$ cat src/rtl/fp_pkg.sv
// Shared FP32 constants, arbiter state encoding and operand helpers
// for the shared add/sub unit arbiter.
package fp_pkg;

  localparam int FP32_W     = 32;
  localparam int FP32_EXP_W = 8;
  localparam int FP32_MAN_W = 23;
  localparam int FP32_SIGN  = FP32_EXP_W + FP32_MAN_W;

  localparam logic [FP32_W-1:0] FP32_QNAN = 32'h7FC00000;

  typedef enum logic [2:0] {
    S_IDLE,
    S_LAUNCH,
    S_WAIT,
    S_CAPTURE,
    S_CLEAR
  } state_t;

  // Subtraction becomes addition of B with its sign inverted.
  function automatic logic [FP32_W-1:0] flip_sign(
    input logic [FP32_W-1:0] b,
    input logic              sub
  );
    return {b[FP32_SIGN] ^ sub, b[FP32_SIGN-1:0]};
  endfunction

endpackage

$ cat src/rtl/fp_addsub_arbiter_if.sv
// Requester-side bundle of the shared FP add/sub arbiter:
// request handshake in, one-hot response pulse out.
interface fp_addsub_arbiter_if #(
  parameter int NUM_REQ = 4
);

  logic [NUM_REQ-1:0]    req_valid;
  logic [NUM_REQ-1:0]    req_ready;
  logic [32*NUM_REQ-1:0] req_a;
  logic [32*NUM_REQ-1:0] req_b;
  logic [NUM_REQ-1:0]    req_sub;
  logic [NUM_REQ-1:0]    resp_valid;
  logic [31:0]           resp_data;
  logic                  resp_err;

  modport master (
    output req_valid, req_a, req_b, req_sub,
    input  req_ready, resp_valid, resp_data, resp_err
  );

  modport slave (
    input  req_valid, req_a, req_b, req_sub,
    output req_ready, resp_valid, resp_data, resp_err
  );

endinterface

$ cat src/rtl/fp_addsub_arbiter_rr.sv
// Combinational round-robin picker: first set request at or
// above ptr, wrapping modulo NUM_REQ.
module rr_arbiter #(
  parameter int NUM_REQ = 4,
  parameter int IW      = (NUM_REQ > 1) ? $clog2(NUM_REQ) : 1
) (
  input  logic [NUM_REQ-1:0] req,
  input  logic [IW-1:0]      ptr,
  output logic [NUM_REQ-1:0] gnt,
  output logic [IW-1:0]      idx,
  output logic               any
);

  logic [IW-1:0] k;

  always_comb begin
    gnt = '0;
    idx = '0;
    any = 1'b0;
    k   = '0;
    for (int i = 0; i < NUM_REQ; i++) begin
      k = IW'((int'(ptr) + i) % NUM_REQ);
      if (!any && req[k]) begin
        any    = 1'b1;
        gnt[k] = 1'b1;
        idx    = k;
      end
    end
  end

endmodule

$ cat src/rtl/fp_addsub_arbiter.sv
// Time-shares one multi-cycle FP32 add/sub unit among NUM_REQ
// requesters with round-robin grant, timeout and done clearing.
module fp_addsub_arbiter
  import fp_pkg::*;
#(
  parameter int NUM_REQ     = 4,
  parameter int TIMEOUT_CYC = 64
) (
  input  logic               clk,
  input  logic               reset,
  fp_addsub_arbiter_if.slave bus,
  output logic               busy,
  output logic [FP32_W-1:0]  fu_a1,
  output logic [FP32_W-1:0]  fu_a2,
  output logic               fu_start,
  output logic               fu_reset,
  input  logic [FP32_W-1:0]  fu_result,
  input  logic               fu_done
);

  localparam int IW = (NUM_REQ > 1) ? $clog2(NUM_REQ) : 1;
  localparam int CW = $clog2(TIMEOUT_CYC + 1);

  state_t              state;
  logic [IW-1:0]       rr_ptr;
  logic [IW-1:0]       gnt_idx;
  logic [CW-1:0]       cnt;
  logic                err;
  logic [FP32_W-1:0]   op_a;
  logic [FP32_W-1:0]   op_b;

  logic [NUM_REQ-1:0]  pick;
  logic [IW-1:0]       pick_idx;
  logic                pick_any;
  logic [FP32_W-1:0]   sel_a;
  logic [FP32_W-1:0]   sel_b;
  logic                sel_sub;

  rr_arbiter #(
    .NUM_REQ (NUM_REQ),
    .IW      (IW)
  ) u_rr (
    .req (bus.req_valid),
    .ptr (rr_ptr),
    .gnt (pick),
    .idx (pick_idx),
    .any (pick_any)
  );

  always_comb begin
    sel_a   = '0;
    sel_b   = '0;
    sel_sub = 1'b0;
    for (int i = 0; i < NUM_REQ; i++) begin
      if (pick[i]) begin
        sel_a   = bus.req_a[32*i +: 32];
        sel_b   = bus.req_b[32*i +: 32];
        sel_sub = bus.req_sub[i];
      end
    end
  end

  // Accept is same-cycle so operands are captured on the transfer edge.
  assign bus.req_ready = (state == S_IDLE && !reset) ? pick : '0;
  assign busy          = (state != S_IDLE);
  assign fu_reset      = reset | (state == S_CLEAR);
  assign fu_a1         = op_a;
  assign fu_a2         = op_b;

  always_ff @(posedge clk) begin
    if (reset) begin
      state          <= S_IDLE;
      rr_ptr         <= '0;
      gnt_idx        <= '0;
      cnt            <= '0;
      err            <= 1'b0;
      op_a           <= '0;
      op_b           <= '0;
      fu_start       <= 1'b0;
      bus.resp_valid <= '0;
      bus.resp_data  <= '0;
      bus.resp_err   <= 1'b0;
    end else begin
      fu_start       <= 1'b0;
      bus.resp_valid <= '0;
      unique case (state)
        S_IDLE: begin
          if (pick_any) begin
            gnt_idx  <= pick_idx;
            op_a     <= sel_a;
            op_b     <= flip_sign(sel_b, sel_sub);
            rr_ptr   <= (pick_idx == IW'(NUM_REQ - 1)) ?
                        '0 : pick_idx + 1'b1;
            fu_start <= 1'b1;
            state    <= S_LAUNCH;
          end
        end
        S_LAUNCH: begin
          cnt   <= '0;
          err   <= 1'b0;
          state <= S_WAIT;
        end
        S_WAIT: begin
          cnt <= cnt + 1'b1;
          if (fu_done) begin
            err   <= 1'b0;
            state <= S_CAPTURE;
          end else if (cnt == CW'(TIMEOUT_CYC - 1)) begin
            err   <= 1'b1;
            state <= S_CAPTURE;
          end
        end
        S_CAPTURE: begin
          bus.resp_data  <= err ? FP32_QNAN : fu_result;
          bus.resp_err   <= err;
          bus.resp_valid <= NUM_REQ'(1) << gnt_idx;
          state          <= S_CLEAR;
        end
        S_CLEAR: begin
          state <= S_IDLE;
        end
        default: begin
          state <= S_IDLE;
        end
      endcase
    end
  end

endmodule
$ cat src/flat_wrapper.sv
// flat-port wrapper written by rule: the top's interface ports become plain ports
module fp_addsub_arbiter_flat import fp_pkg::*;
#(
  parameter int NUM_REQ     = 4,
  parameter int TIMEOUT_CYC = 64
)
  (clk, reset, busy, fu_a1, fu_a2, fu_start, fu_reset, fu_result, fu_done, bus_req_valid, bus_req_a, bus_req_b, bus_req_sub, bus_req_ready, bus_resp_valid, bus_resp_data, bus_resp_err);
  fp_addsub_arbiter_if #(.NUM_REQ(NUM_REQ)) bus_i ();
  input  logic clk;
  input  logic reset;
  output logic busy;
  output logic [FP32_W-1:0] fu_a1;
  output logic [FP32_W-1:0] fu_a2;
  output logic fu_start;
  output logic fu_reset;
  input  logic [FP32_W-1:0] fu_result;
  input  logic fu_done;
  input wire logic [$bits(bus_i.req_valid)-1:0] bus_req_valid;
  input wire logic [$bits(bus_i.req_a)-1:0] bus_req_a;
  input wire logic [$bits(bus_i.req_b)-1:0] bus_req_b;
  input wire logic [$bits(bus_i.req_sub)-1:0] bus_req_sub;
  output wire logic [$bits(bus_i.req_ready)-1:0] bus_req_ready;
  output wire logic [$bits(bus_i.resp_valid)-1:0] bus_resp_valid;
  output wire logic [$bits(bus_i.resp_data)-1:0] bus_resp_data;
  output wire logic [$bits(bus_i.resp_err)-1:0] bus_resp_err;
  assign bus_i.req_valid = bus_req_valid;
  assign bus_i.req_a = bus_req_a;
  assign bus_i.req_b = bus_req_b;
  assign bus_i.req_sub = bus_req_sub;
  assign bus_req_ready = bus_i.req_ready;
  assign bus_resp_valid = bus_i.resp_valid;
  assign bus_resp_data = bus_i.resp_data;
  assign bus_resp_err = bus_i.resp_err;
  fp_addsub_arbiter #(.NUM_REQ(NUM_REQ), .TIMEOUT_CYC(TIMEOUT_CYC)) u_core (.clk(clk), .reset(reset), .bus(bus_i), .busy(busy), .fu_a1(fu_a1), .fu_a2(fu_a2), .fu_start(fu_start), .fu_reset(fu_reset), .fu_result(fu_result), .fu_done(fu_done));
endmodule
$ cat config.mk
export PLATFORM = sky130hd
export DESIGN_NAME = fp_addsub_arbiter_flat
export DESIGN_NICKNAME = d
export VERILOG_FILES = /design/src/rtl/fp_pkg.sv /design/src/rtl/fp_addsub_arbiter_if.sv /design/src/rtl/fp_addsub_arbiter_rr.sv /design/src/rtl/fp_addsub_arbiter.sv /design/src/flat_wrapper.sv
export SDC_FILE = /design/constraint.sdc
export NUM_CORES = 1
export LEC_CHECK = 0
export CAP_MARGIN = 20
export CORE_AREA = 2 2 158 160
export CTS_CLUSTER_SIZE = 8
export DETAILED_ROUTE_END_ITERATION = 10
export DIE_AREA = 0 0 160 162
export GPL_ROUTABILITY_DRIVEN = 0
export GPL_TIMING_DRIVEN = 0
export PLACE_DENSITY = 0.69
export REMOVE_ABC_BUFFERS = 1
export SYNTH_ARGS = -nofsm -noshare
export SYNTH_HDL_FRONTEND = slang
export SYNTH_HIERARCHICAL = 1
export SYNTH_SLANG_ARGS = --single-unit
$ cat constraint.sdc
create_clock -name clk -period 4.17 [get_ports clk]
set_input_delay 0.834 -clock clk [delete_from_list [all_inputs] [get_ports clk]]
set_output_delay 0.834 -clock clk [all_outputs]
set_load 0.005 [all_outputs]
# Yosys cells after proc, flatten, opt, wreduce, memory -nomap -nowiden
# Index checks and enable logic that the tools add are counted.
[word_totals]
register_bits = 117
latch_bits = 0
ramBits = 0
romBits = 0
inputBits = 299
elab_cells = 112
mem_count = 0
[classes]
n_addsub = 5
mul = 0
n_div = 0
order_cmp = 8
eq_ne = 8
n_shift = 1
mux = 52
n_bitwise = 7
n_reduce_logical = 20
[op_table]
columns = ["op", "count"]
rows = [
  ["32-bit 2-to-1 mux", 9],
  ["4-bit 2-to-1 mux", 5],
  ["1-bit 2-to-1 mux", 19],
  ["7-bit case mux with 2 select lines", 1],
  ["2-bit by 3-bit < comparator with 1-bit output (second input constant)", 4],
  ["4-bit OR", 3],
  ["3-bit case mux with 4 select lines", 1],
  ["2-bit 2-to-1 mux", 5],
  ["3-bit 2-to-1 mux", 3],
  ["1-bit binary-select mux with 2-bit select", 4],
  ["1-bit demux with 2-bit select", 4],
  ["2-bit by 1-bit greater-or-equal comparator with 1-bit output (second input constant)", 4],
  ["1-bit logical AND", 8],
  ["7-bit by 1-bit adder with 7-bit output (second input constant)", 1],
  ["7-bit by 6-bit == test with 1-bit output (second input constant)", 1],
  ["3-bit by 2-bit == test with 1-bit output (second input constant)", 2],
  ["2-bit AND reduction", 3],
  ["2-bit by 1-bit adder with 2-bit output (second input constant)", 2],
  ["2-bit adder (second input constant)", 2],
  ["1-bit logical NOT", 4],
  ["2-bit OR reduction", 2],
  ["1-bit by 2-bit left shift with 4-bit output (first input constant)", 1],
  ["3-bit by 1-bit == test with 1-bit output (second input constant)", 1],
  ["3-bit == test (second input constant)", 1],
  ["10 further kinds", 11],
]

# Longest topological paths before layout
[logic_depth]
depth_word = 17
ltp_mapped = 14
ltp_nobuf = 10

# Modules after synthesis
# Netlist, hierarchy kept.
[modules_own_cells]
columns = ["module", "instances", "cells_each", "area_each_um2", "seq_area_each_um2"]
rows = [
  ["fp_addsub_arbiter", 1, 790, 6512.5, 2342.2],
  ["rr_arbiter", 1, 45, 421.7, 0.0],
]

# Worst setup path before layout
# Ideal clock, no wire load.
[synth_path]
path_type = "input -> output"
startpoint = "input port bus_req_valid[2]"
endpoint = "output port bus_req_ready[3]"
t_arrival_ns = 2.713
t_required_ns = 3.336
path_slack_ns = 0.623
stages = 8
path_buffers = 3
path_cell_list = "mux4_2 -> buf_6 -> nor4b_4 -> a22oi_1 -> o21ai_0 -> clkbuf_1 -> buf_2 -> and2_1"
[synth_via]
elab_chain_cells = 13
word_cells_on_any_way = 25
classes_between = "mux: 16; bitwise: 3; reduce/logical: 6"
[synth_lines]
columns = ["item", "line", "rtl"]
rows = [
  ["start, declared", "flat_wrapper.sv:18", "input wire logic [$bits(bus_i.req_valid)-1:0] bus_req_valid;"],
  ["1-bit binary-select mux with 2-bit select", "fp_addsub_arbiter_rr.sv:23", "if (!any && req[k]) begin"],
  ["1-bit 2-to-1 mux (not written as such)", "fp_addsub_arbiter_rr.sv:23", ""],
  ["1-bit 2-to-1 mux", "fp_addsub_arbiter_rr.sv:23", ""],
  ["1-bit logical NOT", "fp_addsub_arbiter_rr.sv:23", ""],
  ["1-bit logical AND", "fp_addsub_arbiter_rr.sv:23", ""],
  ["1-bit 2-to-1 mux", "fp_addsub_arbiter_rr.sv:23", ""],
  ["1-bit logical NOT", "fp_addsub_arbiter_rr.sv:23", ""],
  ["1-bit logical AND", "fp_addsub_arbiter_rr.sv:23", ""],
  ["1-bit 2-to-1 mux", "fp_addsub_arbiter_rr.sv:23", ""],
  ["1-bit logical NOT", "fp_addsub_arbiter_rr.sv:23", ""],
  ["1-bit logical AND", "fp_addsub_arbiter_rr.sv:23", ""],
  ["4-bit 2-to-1 mux (*)", "fp_addsub_arbiter_rr.sv:23", ""],
  ["named net u_core.pick[3]", "fp_addsub_arbiter.sv:32", "logic [NUM_REQ-1:0] pick;"],
  ["4-bit 2-to-1 mux (*)", "fp_addsub_arbiter.sv:64", "assign bus.req_ready = (state == S_IDLE && !reset) ? pick : '0;"],
  ["end, declared", "flat_wrapper.sv:22", "output wire logic [$bits(bus_i.req_ready)-1:0] bus_req_ready;"],
]
# The timed path passes the listed nets; every way through them passes the cells marked *. The select of a mux whose other input is x is not followed.

# Worst setup path after layout
[layout_path]
startpoint = "input port bus_req_valid[3]"
endpoint = "output port bus_req_ready[0]"
# The elaborated chain is that of the path after synthesis.

==> run metrics <==
Die Area=25920 um2; post-synthesis sequential area ratio=33.78%; worst stage delay on the critical path=0.55 ns; Clock Latency Late Sink=0.41 ns; status=finished clean; I/O Pins=407; Initial Util=28.77%; max cap viols=0; cells along the critical path=clkdlybuf4s50_1 > mux4_2 > nor4b_4 > a22oi_1 > o21ai_2 > and2_1 > clkdlybuf4s50_1; startpoint types=input pin; dpl ws=-0.4864 ns; fin crit share=98.41%; Total Power=8.455 mW; Post-DP HPWL=20110 um; CP Buf/Inv Count=2; Pre-antenna DRT Iters=5; static leakage=4.425 nW; Yosys reg bits=117; Final Skew=0.009863 ns; initial antenna violation count=2; Netlist Area Pre-Place=6934 um2; fmax=243.7 MHz; Fin. Hold Viols=0; Max VDD drop=445.8 uV; Final Max Slew Viols=0; area grow syn2layout=72.14%; maximum buffer depth of the clock tree=2; Synth Instances=835; fin nets=1498; worst slew pin tran=1.043 ns; DRT Wirelength=27460 um; GR Util All Layers=20.40%; Slew HR=30.40%; Post-synth ARST share=0%; GRT overflow=0; fin crit period=4.104 ns; FP Rows=57; Mean Syn Cell Area=8.304 um2; clock buffer count from CTS=17; number of global-route vias before repair=7833; most frequent cells in the layout=clkdlybuf4s50_1, dfxtp_1, a21oi_1; drt initial violations=473; fraction of layout cells with a size suffix above 1=10.56%; DRT antenna net count=0; Clock transition at path regs=0.05 ns; Die Height=162 um; CP endpoint kind=output pin; peak fanout along the critical path=6; RSZ-0062 raised after global routing=false; routed length per instance=17.97 um; global-route wire length before repair=42010 um; EDFF count, synth=0; Buffers on Ports=406; dominant synthesized flop cell=dfxtp_1; PD cells=708.3 nW/um2; final hold slack=0.4497 ns; largest net degree at the start of global routing=68; CTS tree=built; Root Driver=clkbuf_16; Yosys cell types=54; Post-CTS Hold Buffers=0; Core Footprint=24110 um2; CP top delay family=buffers and inverters; die width=160 um; Setup Viol. Count Final=0; via count=7811; critical path's most frequent cell=clkdlybuf4s50_1; Clock Sinks=117; DRC=0; YS warnings=6; Final WS setup=0.06644 ns; Crit-path slowest cell=mux4_2; Hold WC Path Type=flip-flop to flip-flop; most common cell after layout, fill and taps aside=clkdlybuf4s50_1; htree depth=4; Via density=5.112; critical path required time=3.34 ns; crit path DAT=3.27 ns; Crit Path Category=input pin to output pin
[flip-flops by register name, summed over array words and instances (netlist names)]
register,flops
u_core/bus.resp_data,32
u_core/gnt_idx,2
u_core/fu_a2,32
u_core/bus.resp_valid,4
u_core/err,1
u_core/rr_ptr,2
u_core/cnt,7
u_core/state,3
u_core/fu_start,1
u_core/bus.resp_err,1
u_core/fu_a1,32
[worst reg2reg max path: stages (launching register included)]
cell and delay [ns]:
dfxtp_2 0.51, inv_1 0.12, ha_1 0.37, mux4_2 0.39, buf_4 0.20, a22oi_1 0.29, o21ai_4 0.11, buf_4 0.21
nor2b_4 0.65, buf_12 0.31, a221o_1 0.24, a221oi_1 0.10, nor3_1 0.18
[metrics by stage]
| step | setup TNS [ns] | utilization, % | instance area [um2] | instances |
|---|---|---|---|---|
| CTS | 0 | 49.36 | 11900 | 1526 |
| finish | 0 | 49.52 | 11940 | 1528 |
| global placement | -939.69 | 45.42 | 10950 | 1475 |
| global route | 0 | 49.52 | 11940 | 1528 |
| floorplan | -422.55 | - | 6479 | 745 |
| detailed placement | -9.540 | 46.76 | 11270 | 1488 |
[synth_stat cells, types with 3 or more instances]
| library cell | number | area, um2 |
|---|---|---|
| nand3b_1 | 24 | 180.2 |
| a21oi_1 | 103 | 515.5 |
| a221oi_1 | 37 | 324.1 |
| a22oi_1 | 8 | 60.06 |
| and2_1 | 7 | 43.79 |
| a221oi_2 | 27 | 405.4 |
| buf_4 | 3 | 22.52 |
| nand2b_1 | 5 | 31.28 |
| nor2b_1 | 3 | 18.77 |
| buf_6 | 10 | 112.6 |
| inv_1 | 67 | 251.5 |
| dfxtp_1 | 117 | 2342 |
| buf_1 | 3 | 11.26 |
| buf_2 | 25 | 125.1 |
| clkbuf_1 | 49 | 183.9 |
| nor2_1 | 81 | 304.0 |
| o31ai_1 | 3 | 22.52 |
| nor3_1 | 59 | 295.3 |
| a221o_1 | 62 | 620.6 |
| ha_1 | 7 | 87.58 |
| nand2_1 | 47 | 176.4 |
| o21ai_0 | 13 | 65.06 |
| o21ai_1 | 3 | 15.01 |
| xor2_1 | 3 | 26.28 |
| nor3_2 | 28 | 280.3 |
[area by class of cell]
type | count | area, um2
Inverter | 67 | 251.5
Sequential cell | 117 | 2345
Clock inverter | 8 | 102.6
Clock buffer | 22 | 464.2
Fill cell | 2368 | 12170
Antenna cell | 1 | 2.502
Timing Repair Buffer | 426 | 4394
Multi-Input combinational cell | 563 | 3971
Tap cell | 324 | 405.4
[metal layers]
metal	global-route usage [%]	share of wire, %	vias to the layer above
met5	0	0	-
met4	7.985	2.7	0
met3	5.209	7.7	50
met2	36.76	50	342
met1	23.15	39	3623
li1	-	-	3796
[final timing paths]
check | from | endpoint | slack, ns | cells after the start
setup / recovery | bus_req_valid[3] | bus_req_ready[0] | 0.07 | 7
hold / removal | u_core/bus.resp_data[19] | u_core/bus.resp_data[19] | 0.45 | 2
setup reg to reg | u_core/rr_ptr[0] | u_core/fu_a2[19] | 0.41 | 12
hold reg to reg | u_core/bus.resp_data[19] | u_core/bus.resp_data[19] | 0.45 | 2
[where the power goes]
group | internal [mW] | total (mW) | switching (mW)
Clock | 0.904 | 1.43 | 0.522
Combinational | 2.57 | 5.39 | 2.82
Sequential | 1.42 | 1.64 | 0.217
Total | 4.89 | 8.46 | 3.56
[repair_timing]
action | 4_1_cts | 5_1_grt
gates cloned | 2 | 0
resized for setup | 3 | 7
endpoints found under the setup margin | 4 | 4
buffers inserted | 6 | 1
pin swaps | 4 | 2
hold endpoints to repair | 0 | 0
[kinds of logic (layout without fill, tap and decap cells)]
group                    Yosys count  after routing  synth area share (%)
buffers and inverters            157            523                 10.19
XOR/XNOR                           5              5                0.6317
flip-flops                       117            117                 33.78
AND/OR/NAND/NOR                  272            272                 21.35
AO/OA/AOI/OAI                    269            271                 30.77
multiplexers                       8              8                 2.021
other                              0              1                     0
adder cells (fa/ha/maj)            7              7                 1.263
Note: power is estimated with default switching activity, not from simulation.
